$ cat src/rtl/uart_pkg.sv
// uart_pkg: shared state type, parity mode constants and parity helper for the UART transmit path.
package uart_pkg;

  typedef enum logic [2:0] {
    IDLE,
    START,
    DATA,
    PARITY,
    STOP
  } tx_state_t;

  localparam int PAR_NONE = 0;
  localparam int PAR_EVEN = 1;
  localparam int PAR_ODD  = 2;

  // The payload is zero-extended to 9 bits; zero padding does not change the XOR.
  function automatic logic calc_parity(input logic [8:0] payload, input int mode);
    return (^payload) ^ (mode == PAR_ODD);
  endfunction

endpackage

$ cat src/rtl/uart_sync_fifo.sv
// uart_sync_fifo: single-clock FIFO with show-ahead read data and level output.
// Pointers carry one extra wrap bit so that full and empty remain distinguishable.
module uart_sync_fifo #(
  parameter int WIDTH = 8,
  parameter int DEPTH = 16
) (
  input  logic                   clk,
  input  logic                   rst_n,
  input  logic                   push,
  input  logic [WIDTH-1:0]       wdata,
  input  logic                   pop,
  output logic [WIDTH-1:0]       rdata,
  output logic                   full,
  output logic                   empty,
  output logic [$clog2(DEPTH):0] level
);

  localparam int AW = $clog2(DEPTH);

  logic [WIDTH-1:0] mem [DEPTH];
  logic [AW:0]      wr_ptr;
  logic [AW:0]      rd_ptr;
  logic             do_push;
  logic             do_pop;

  assign do_push = push && !full;
  assign do_pop  = pop && !empty;

  assign rdata = mem[rd_ptr[AW-1:0]];
  assign empty = (wr_ptr == rd_ptr);
  assign full  = (wr_ptr[AW] != rd_ptr[AW]) && (wr_ptr[AW-1:0] == rd_ptr[AW-1:0]);
  assign level = wr_ptr - rd_ptr;

  // Storage needs no reset: nothing is read until the pointers say it was written.
  always_ff @(posedge clk) begin
    if (do_push) begin
      mem[wr_ptr[AW-1:0]] <= wdata;
    end
  end

  always_ff @(posedge clk or negedge rst_n) begin
    if (!rst_n) begin
      wr_ptr <= '0;
      rd_ptr <= '0;
    end else begin
      if (do_push) begin
        wr_ptr <= wr_ptr + 1'b1;
      end
      if (do_pop) begin
        rd_ptr <= rd_ptr + 1'b1;
      end
    end
  end

endmodule

$ cat src/rtl/uart_tx_fifo.sv
// uart_tx_fifo: buffered UART transmitter, configurable width/stop bits, back-to-back frames.
// Parity generation is compiled in only when UART_TX_PARITY_EN is defined.
module uart_tx_fifo
  import uart_pkg::*;
#(
  parameter int CLKS_PER_BIT = 10416,
  parameter int DATA_BITS    = 8,
  parameter int STOP_BITS    = 1,
  parameter int FIFO_DEPTH   = 16,
  parameter int PARITY       = 0
) (
  input  logic                          clk,
  input  logic                          rst_n,
  input  logic [DATA_BITS-1:0]          in_data,
  input  logic                          in_valid,
  output logic                          in_ready,
  output logic                          out_tx,
  output logic                          out_busy,
  output logic                          out_done,
  output logic [$clog2(FIFO_DEPTH):0]   fifo_level,
  output logic                          err_overflow
);

  // Handshake: a write is taken on any rising edge with in_valid && in_ready;
  // in_ready is the registered FIFO state (!full) and ignores a same-cycle pop.

  localparam int BAUD_W = $clog2(CLKS_PER_BIT);
  localparam int BIT_W  = $clog2(DATA_BITS + 1);

  localparam logic [BAUD_W-1:0] BAUD_LAST = BAUD_W'(CLKS_PER_BIT - 1);
  localparam logic [BIT_W-1:0]  DATA_LAST = BIT_W'(DATA_BITS - 1);
  localparam logic [BIT_W-1:0]  STOP_LAST = BIT_W'(STOP_BITS - 1);

`ifdef UART_TX_PARITY_EN
  localparam logic PAR_ACTIVE = (PARITY == PAR_EVEN) || (PARITY == PAR_ODD);
  logic par_bit;
`else
  // Without the generator the parity setting is accepted but has no effect.
  localparam logic PAR_ACTIVE = 1'b0 && (PARITY != PAR_NONE);
`endif

  tx_state_t            state;
  logic [BAUD_W-1:0]    baud_cnt;
  logic [BIT_W-1:0]     bit_cnt;
  logic [DATA_BITS-1:0] shreg;

  logic                 fifo_full;
  logic                 fifo_empty;
  logic [DATA_BITS-1:0] fifo_rdata;
  logic                 push;
  logic                 pop;
  logic                 baud_end;
  logic                 frame_end;

  assign in_ready  = ~fifo_full;
  assign push      = in_valid & ~fifo_full;
  assign baud_end  = (baud_cnt == BAUD_LAST);
  assign frame_end = (state == STOP) && baud_end && (bit_cnt == STOP_LAST);
  // The head word leaves the FIFO when a frame starts from idle or chains off a finished one.
  assign pop       = ~fifo_empty & ((state == IDLE) | frame_end);
  assign out_busy  = (state != IDLE);

  uart_sync_fifo #(
    .WIDTH (DATA_BITS),
    .DEPTH (FIFO_DEPTH)
  ) u_fifo (
    .clk   (clk),
    .rst_n (rst_n),
    .push  (push),
    .wdata (in_data),
    .pop   (pop),
    .rdata (fifo_rdata),
    .full  (fifo_full),
    .empty (fifo_empty),
    .level (fifo_level)
  );

`ifdef UART_TX_PARITY_EN
  always_ff @(posedge clk or negedge rst_n) begin
    if (!rst_n) begin
      par_bit <= 1'b0;
    end else if (pop) begin
      par_bit <= calc_parity(9'(fifo_rdata), PARITY);
    end
  end
`endif

  always_ff @(posedge clk or negedge rst_n) begin
    if (!rst_n) begin
      state        <= IDLE;
      baud_cnt     <= '0;
      bit_cnt      <= '0;
      shreg        <= '0;
      out_tx       <= 1'b1;
      out_done     <= 1'b0;
      err_overflow <= 1'b0;
    end else begin
      out_done     <= 1'b0;
      err_overflow <= in_valid & fifo_full;

      if (state == IDLE || baud_end) begin
        baud_cnt <= '0;
      end else begin
        baud_cnt <= baud_cnt + 1'b1;
      end

      if (pop) begin
        shreg <= fifo_rdata;
      end

      case (state)
        IDLE: begin
          if (pop) begin
            state  <= START;
            out_tx <= 1'b0;
          end
        end
        START: begin
          if (baud_end) begin
            state   <= DATA;
            out_tx  <= shreg[0];
            shreg   <= shreg >> 1;
            bit_cnt <= '0;
          end
        end
        DATA: begin
          if (baud_end) begin
            if (bit_cnt == DATA_LAST) begin
              bit_cnt <= '0;
              if (PAR_ACTIVE) begin
`ifdef UART_TX_PARITY_EN
                state  <= uart_pkg::PARITY;
                out_tx <= par_bit;
`endif
              end else begin
                state  <= STOP;
                out_tx <= 1'b1;
              end
            end else begin
              bit_cnt <= bit_cnt + 1'b1;
              out_tx  <= shreg[0];
              shreg   <= shreg >> 1;
            end
          end
        end
`ifdef UART_TX_PARITY_EN
        uart_pkg::PARITY: begin
          if (baud_end) begin
            state  <= STOP;
            out_tx <= 1'b1;
          end
        end
`endif
        STOP: begin
          if (baud_end) begin
            if (bit_cnt == STOP_LAST) begin
              out_done <= 1'b1;
              bit_cnt  <= '0;
              if (pop) begin
                state  <= START;
                out_tx <= 1'b0;
              end else begin
                state  <= IDLE;
                out_tx <= 1'b1;
              end
            end else begin
              bit_cnt <= bit_cnt + 1'b1;
            end
          end
        end
        default: begin
          state  <= IDLE;
          out_tx <= 1'b1;
        end
      endcase
    end
  end

endmodule

$ cat config.mk
export PLATFORM = sky130hd
export DESIGN_NAME = uart_tx_fifo
export DESIGN_NICKNAME = d
export VERILOG_FILES = /design/src/rtl/uart_pkg.sv /design/src/rtl/uart_sync_fifo.sv /design/src/rtl/uart_tx_fifo.sv
export SDC_FILE = /design/constraint.sdc
export NUM_CORES = 1
export LEC_CHECK = 0
export CAP_MARGIN = 20
export CORE_MARGIN = 2
export CORE_UTILIZATION = 65
export CTS_CLUSTER_DIAMETER = 60
export DETAILED_ROUTE_END_ITERATION = 10
export PLACE_DENSITY = 0.83
export SYNTH_ARGS = -nofsm -noshare
export SYNTH_HDL_FRONTEND = slang
export SYNTH_SLANG_ARGS = --single-unit
$ cat constraint.sdc
create_clock -name clk -period 8.9 [get_ports clk]
set_clock_uncertainty 0.1 [all_clocks]
set_input_delay 0.89 -clock clk [delete_from_list [all_inputs] [get_ports clk]]
set_output_delay 0.89 -clock clk [all_outputs]
set_load 0.02 [all_outputs]
# == Word-level counts from Yosys, hierarchy flattened ==
# Memory sizes are Yosys's and may differ from the RTL's.
# Cells that the tools add are included.
# word_totals
reg_bits,42
mem_bits_rw,128
in_bits,11
out_inout_bits,10
memories,1
# memory_table
name,depth,word_bits,read_ports,rd_ports_with_merged_regs,wr,line,text
u_fifo.mem,16,8,1,0,1,uart_sync_fifo.sv:20,logic [WIDTH-1:0] mem [DEPTH];
# classes
addsub,5
n_eq_ne,14
n_mux,33
bitwise,6
n_reduce_logical,15
# op_table
operator,count
$mux 8,4
$mux 4,5
$mux 3,6
$pmux 8 s2,1
$add 14x1->14 const B,1
$eq 14x14->1 const B,1
$mux 14,1
$mux 1,13
$pmux 3 s4,1
$pmux 4 s3,1
$add 5x1->5 const B,2
$ne 2x2->1 const B,4
$reduce_and 6->1,1
$reduce_bool 3->1,2
$eq 5x5->1,1
$logic_and 1x1->1,5
$reduce_and 5->1,1
$sub 5x5->5,1
$add 4x1->4 const B,1
$eq 4x3->1 const B,1
$eq 4x4->1,1
$logic_not 4->1,1
$ne 2x1->1 const B,2
$pmux 1 s4,1
11 further kinds,15

# == Longest topological paths before layout ==
# logic_depth
word_depth,9
depth_mapped,10
depth_no_buf,7

# == Cells and area by module ==
# Synthesis repeated with hierarchy kept, for this count alone.
# hier_totals
hier_cells,460
area_unflattened_um2,7383.3
# by_module_without_submodules
module,instances,cells_per_inst,area_each_um2
uart_sync_fifo,1,297,5750.5
uart_tx_fifo,1,163,1632.8

# == Worst setup path before layout ==
# No wires, ideal clock.
# synth_timing
path_type,register -> register
from,register u_fifo.rd_ptr[3]
to,memory u_fifo.mem[0][0] (enable)
setup_time_ns,0.395
arrival_ns,2.900
required_time_ns,8.405
slack_ns,5.505
stages_incl_launch_ff,9
path_buffers,2
period_less_slack_ns,3.395
path_cell_list,dfrtp_1 clkbuf_1 clkinv_1 clkbuf_1 ha_1 nand4_1 nand2b_1 nand2_1 nor4_1
# synth_via
elab_chain_len,7
# synth_lines
item,line,text
start: declaration,uart_sync_fifo.sv:22,logic [AW:0] rd_ptr;
start signal: assignment,uart_sync_fifo.sv:50,rd_ptr <= rd_ptr + 1'b1;
$eq 4x4->1,uart_sync_fifo.sv:31,assign full = (wr_ptr[AW] != rd_ptr[AW]) && (wr_ptr[AW-1:0] == rd_ptr[AW-1:0]);
$logic_and 1x1->1,uart_sync_fifo.sv:31,
$not 1->1,--,
net in_ready,uart_tx_fifo.sv:16,"output logic in_ready,"
$and 1x1->1,uart_tx_fifo.sv:56,assign push = in_valid & ~fifo_full;
$logic_and 1x1->1,uart_sync_fifo.sv:26,assign do_push = push && !full;
$mux 1,uart_sync_fifo.sv:36,if (do_push) begin
$mux 1 (not written as such),uart_sync_fifo.sv:37,mem[wr_ptr[AW-1:0]] <= wdata;
end: declaration,uart_sync_fifo.sv:20,
# The timed path passes the listed nets, and every way through them passes these cells.

# == Final worst setup path ==
# layout_timing
from,register u_fifo.rd_ptr[3]
to,output in_ready
# layout_via
elab_chain_len,3
# layout_lines
item,line,text
$eq 4x4->1,uart_sync_fifo.sv:31,
$logic_and 1x1->1,uart_sync_fifo.sv:31,
$not 1->1,uart_tx_fifo.sv:55,assign in_ready = ~fifo_full;
end: declaration,uart_tx_fifo.sv:16,
# No other way between the ends.

==> flow_summary.toml <==
[timing]
max_freq_mhz = 229
period_needed_ns = 4.37
final.period_utilization_pct = 49.1
hold_viol_final = 0
setup-violations-final = 0
tns_ns = 0
tightest_slew_ns = 0.954
slew_headroom_pct = 36.4
rsz0062_at_grt = "false"
report.final.slew_viol_count = 0
worst_slack_ns = 4.53

[clocking]
h-tree-depth = 4
cts_tree = "done"
ctsResizeCount = 0
clock_sinks = 170
clockRootBuffer = "clkbuf_16"
cts.clk_slew.worst_paths_ns = 0.07
hold_buffers = 0
insertion_delay_ns = 0.42
clock_path_buffers = 2
numCtsBuffers = 17
post-cts-setup-buffer-count = 0

[yosys]
synth_top_flop_cell = "edfxtp_1"
yosysSeqAreaShare_pct = 66.8
syn_avg_cell_area_um2 = 15.4
synth_nets = 501
syn_inst = 477
synth-seq-cells = 170
synth_cell_types = 51
ys_warn_count = 0
synth_edf_count = 128
synth_area_um2 = 7330
async_reset_ff_share_pct = 24.7

[worst_setup_path]
path_max_fanout = 19
crit_path_end_kind = "output pin"
r2r_cells = 7
worst-endpoint-required_ns = 7.91
crit_path_start = "u_fifo.rd_ptr[3]"
crit_type = "flop to output pin"
start_kind = "flop"
r2r_start = "u_fifo.rd_ptr[3]"
crit_arrival_ns = 3.38

[power_and_ir_drop]
ir_worst_vdd_mv = 0.231
power.density_nw_per_um2 = 248
clkPwrFrac_pct = 38.2
p_seq_share_pct = 47.5
p_int_mw = 1.50
sw_frac_of_total_pct = 26.6
comb_power_share_pct = 14.3
leakage_nw = 2.98
power_switching_uw = 542

[detailed_routing]
drt_iter0_drc = 428
routedWlPerCell_um = 22.4
dr.pass1.iters = 5
drc = 0
drt-total-wl_mm = 14.7
via_per_inst = 6.32
route.vias.total = 4126
ant_nets = 0

[flow_run]
maxCapViolations = 0

[floorplanning]
dieArea_um2 = 12100
floorplan.initialDensity_pct = 67.0
rows = 38
io_pins = 21
die_y_um = 110
fp.dieW_um = 110
core-area_um2 = 10900

[grt]
grt_pass1_wl_mm = 22.2
overflow = 0
gr-usage-all-layers_pct = 26.3
antenna_found_initial = 0
grt_max_degree = 43
grt_pass1_vias = 3999

[place]
io_buffer_count = 20
preCtsSetupSlack_ns = 5.01
dp_hpwl_mm = 9.21
place.gp.congestion = 0.859

[layout]
layout-drive-gt1-share_pct = 17.7
final_common_cell = "edfxtp_1"
insertedDiodeCount = 0
nets = 524
areaGrowthSynthToFinish_pct = 12.5
layout_common_cells = "edfxtp_1, nand2_1, dfrtp_1"

[run_status]
outcome = "completed"

[worst_hold_path]
hold_depth = 1
worst_hold_path_type = "flop to flop"
hold_start = "baud_cnt[0]"
power groups by stage:
| stage | sequential [mW] | clock [mW] | combinational (mW) |
|---|---|---|---|
| CTS | 0.968 | 0.785 | 0.293 |
| global route | 0.973 | 0.817 | 0.315 |
| floorplan | 0.960 | 0 | 0.187 |
| finish | 0.969 | 0.780 | 0.292 |
| global placement | 0.979 | 0 | 0.282 |
| detailed placement | 0.983 | 0 | 0.290 |
critical path, cell delays in order (launching register included):
cell	delay, ns
dfrtp_1	0.73
clkinv_1	0.55
ha_1	0.52
nand4_1	0.27
nand2b_1	0.31
clkdlybuf4s50_1	0.57
routing by layer:
metal	wire (um)	up-vias	global-route usage [%]
met4	196	0	8.75
li1	-	1829	-
met3	723	17	6.53
met2	7670	153	42.8
met5	0	-	0
met1	6060	2127	35.5
flip-flops by register name (all words and copies together), names as in the netlist, 3 cells and up:
signal,count
u_fifo.wr_ptr,5
baud_cnt,14
shreg,8
u_fifo.mem,128
u_fifo.rd_ptr,5
state,3
bit_cnt,4
Yosys cell counts (2+ instances only):
cell type / n / share of area, %
edfxtp_1: 128 / 52
nand2_1: 46 / 2.4
dfrtp_1: 41 / 14
mux4_2: 32 / 9.8
nor2_1: 27 / 1.4
nand3_1: 23 / 1.6
a21oi_1: 20 / 1.4
inv_1: 17 / 0.87
xnor2_1: 14 / 1.7
ha_1: 12 / 2.0
and3_1: 9 / 0.77
clkbuf_1: 9 / 0.46
nand4_1: 9 / 0.77
xor2_1: 8 / 0.96
and2_1: 7 / 0.60
nand3_2: 7 / 0.96
o21ai_0: 7 / 0.48
nand2b_1: 5 / 0.43
buf_2: 4 / 0.27
buf_6: 4 / 0.61
nor4_1: 4 / 0.34
buf_4: 3 / 0.31
nor3b_1: 3 / 0.31
or3_1: 3 / 0.26
a21o_1: 2 / 0.20
a21oi_2: 2 / 0.24
and4_1: 2 / 0.24
buf_1: 2 / 0.10
clkinv_1: 2 / 0.10
mux2_4: 2 / 0.41
mux2i_1: 2 / 0.27
or3b_1: 2 / 0.24
final cells by class:
class	count	area, um^2
Fill cell	638	2690
Sequential cell	170	4900
Clock buffer	17	425
Clock inverter	15	200
Multi-Input combinational cell	266	2230
Timing Repair Buffer	26	240
Inverter	19	71.3
Tap cell	140	175
kinds of logic after synthesis:
family	share of synthesized area (%)
mux	10.7
xor+xnor	3.01
compound gates	3.48
buf+inv	2.73
flops	66.8
simple gates	11.0
fa+ha+maj	2.32
worst paths after layout:
kind	slack, ns	to
setup / recovery	4.53	in_ready
hold / removal	0.40	baud_cnt[0]
setup reg to reg	5.01	u_fifo.mem[13][0]
hold reg to reg	0.40	baud_cnt[0]
max in group asynchronous	7.52	u_fifo.rd_ptr[0]
min in group asynchronous	0.51	baud_cnt[10]
metrics by stage:
| step | hold slack (ns) | area (um^2) | utilization [%] | instances | total power [mW] |
|---|---|---|---|---|---|
| 2_1_floorplan | 0.348 | 7330 | - | 477 | 1.15 |
| 3_3_place_gp | 0.357 | 7620 | 69.6 | 621 | 1.26 |
| 3_5_place_dp | 0.375 | 7620 | 69.6 | 621 | 1.27 |
| 4_1_cts | 0.384 | 8240 | 75.4 | 653 | 2.05 |
| 5_1_grt | 0.411 | 8240 | 75.4 | 653 | 2.11 |
| 6_report | 0.395 | 8240 | 75.4 | 653 | 2.04 |
No activity file was read; power rests on OpenSTA's default activity.
==> RTL change: new RTL, same flow settings <==
Encoding of `tx_state_t`: now one-hot (5 bits for 5 states).
--- a/src/rtl/uart_pkg.sv
+++ b/src/rtl/uart_pkg.sv
@@ -2,10 +2,10 @@
 package uart_pkg;
 
-  typedef enum logic [2:0] {
-    IDLE,
-    START,
-    DATA,
-    PARITY,
-    STOP
+  typedef enum logic [4:0] {
+    IDLE   = 5'b00001,
+    START  = 5'b00010,
+    DATA   = 5'b00100,
+    PARITY = 5'b01000,
+    STOP   = 5'b10000
   } tx_state_t;
 
Function: no difference found for any inputs over 10 cycles, from zero or initial values and one cycle with rst_n low; not proved beyond that.
==> RTL change against the unedited design <==
  * Cell area increased by 0.52%
  * Sequential cell count increased by 1
  * Setup slack improved by 240 ps
  * Synthesized area increased by 0.41%
  * Fmax increased by 5.8%
  * Routed wire length increased by 1.9%
Power is not compared: it rests on default switching activity, and its combinational part moved more than twofold at a synthesized area within 25%.
==> RTL change: results (changes against the unedited design) <==
* Clock share of power at 27.4%
* Synth async-reset ratio at 25.1% (+0.44 points)
* Final GP Congestion at 0.883 (+2.8%)
* NumNets Final at 531 (+1.3%)
* Detail Placement HPWL at 9.67 mm (+5.0%)
* Reg-to-Reg End: u_fifo.mem[7][1]$_DFFE_PP_
* Worst-Margin Slew at 1030 ps (+73.9 ps)
* Max reg flops at 128 (unchanged)
* Final std cells w/o fill at 660 (+1.1%)
* H-tree levels at 4 (unchanged)
* Post-CTS Resized at 0 (unchanged)
* Total track usage at 27.2% (+0.91 points)
* Share of cells above drive strength 1 at 18.3% (+0.53 points)
* Total number of vias at 4,278 (+3.7%)
* Synth top area cells: edfxtp_1, dfrtp_1, mux4_2
* Synth top cells by count: edfxtp_1, nand2_1, dfrtp_1
* HP Class: input pin to async pin
* Initial DRC count at 605 (+41%)
* Largest net degree at the start of global routing at 44 (+2.3%)
* Library cells used by synthesis at 58 (+14%)
* Syn_nets at 501 (unchanged)
* Seq group at 0.00108 W
* Routed wire length at 14.9 mm (+1.9%)
* Sequential cell area fraction in the yosys report at 66.9% (+0.084 points)
* Hold_ws at 161 ps (-235 ps)
* Met3 Use GR at 8.99% (+2.5 points)
* Fin crit share at 46.4% (-2.7 points)
* R2R setup slack at 5120 ps (+110 ps)
* Vias in the first global route at 4,239 (+6.0%)
* Placed Cells at 624 (+0.48%)
* Clk root buf: clkbuf_16
* RR Startpoint: u_fifo.rd_ptr[2]$_DFFE_PN0P_
* Filler cell count at 603 (-5.5%)
* Max incr delay on CP at 820 ps (+90 ps)
* CP endpoint: fifo_level[4]
* M2 GR Usage at 42.0% (-0.79 points)
* GRT met1 Usage at 36.1% (+0.64 points)
* Crit path arrival time at 3140 ps (-240 ps)
* Pre-CTS WS at 5070 ps (+60.3 ps)
* First-pass GRT wire length at 23.2 mm (+4.5%)
* Area after DPL at 7640 um^2 (+0.33%)
* Outcome: completed
* Pleak at 2.99 nW
[RTL change: final cells by class]
class | count | area [um^2] | area share, %
Clock inverter | 9 | 95.1 | 1.15
Inverter | 18 | 67.6 | 0.816
Clock buffer | 23 | 510 | 6.16
Tap cell | 140 | 175 | 2.11
Timing Repair Buffer | 30 | 278 | 3.35
Sequential cell | 171 | 4920 | 59.4
Multi-Input combinational cell | 269 | 2230 | 27.0
[RTL change: layer usage]
| metal | up-vias | wire [um] |
|---|---|---|
| met5 | - | 0 |
| met2 | 219 | 7350 |
| met4 | 0 | 432 |
| met1 | 2145 | 5930 |
| li1 | 1879 | - |
| met3 | 35 | 1220 |
[RTL change: kinds of logic (layout without fill, tap and decap cells)]
kind of cell	after synthesis	in the layout	share of synthesized area, %
flops	171	171	66.9
simple gates	146	146	10.4
xor+xnor	26	26	3.09
mux	38	38	10.2
compound gates	46	46	4.32
buf+inv	37	80	2.74
fa+ha+maj	13	13	2.31
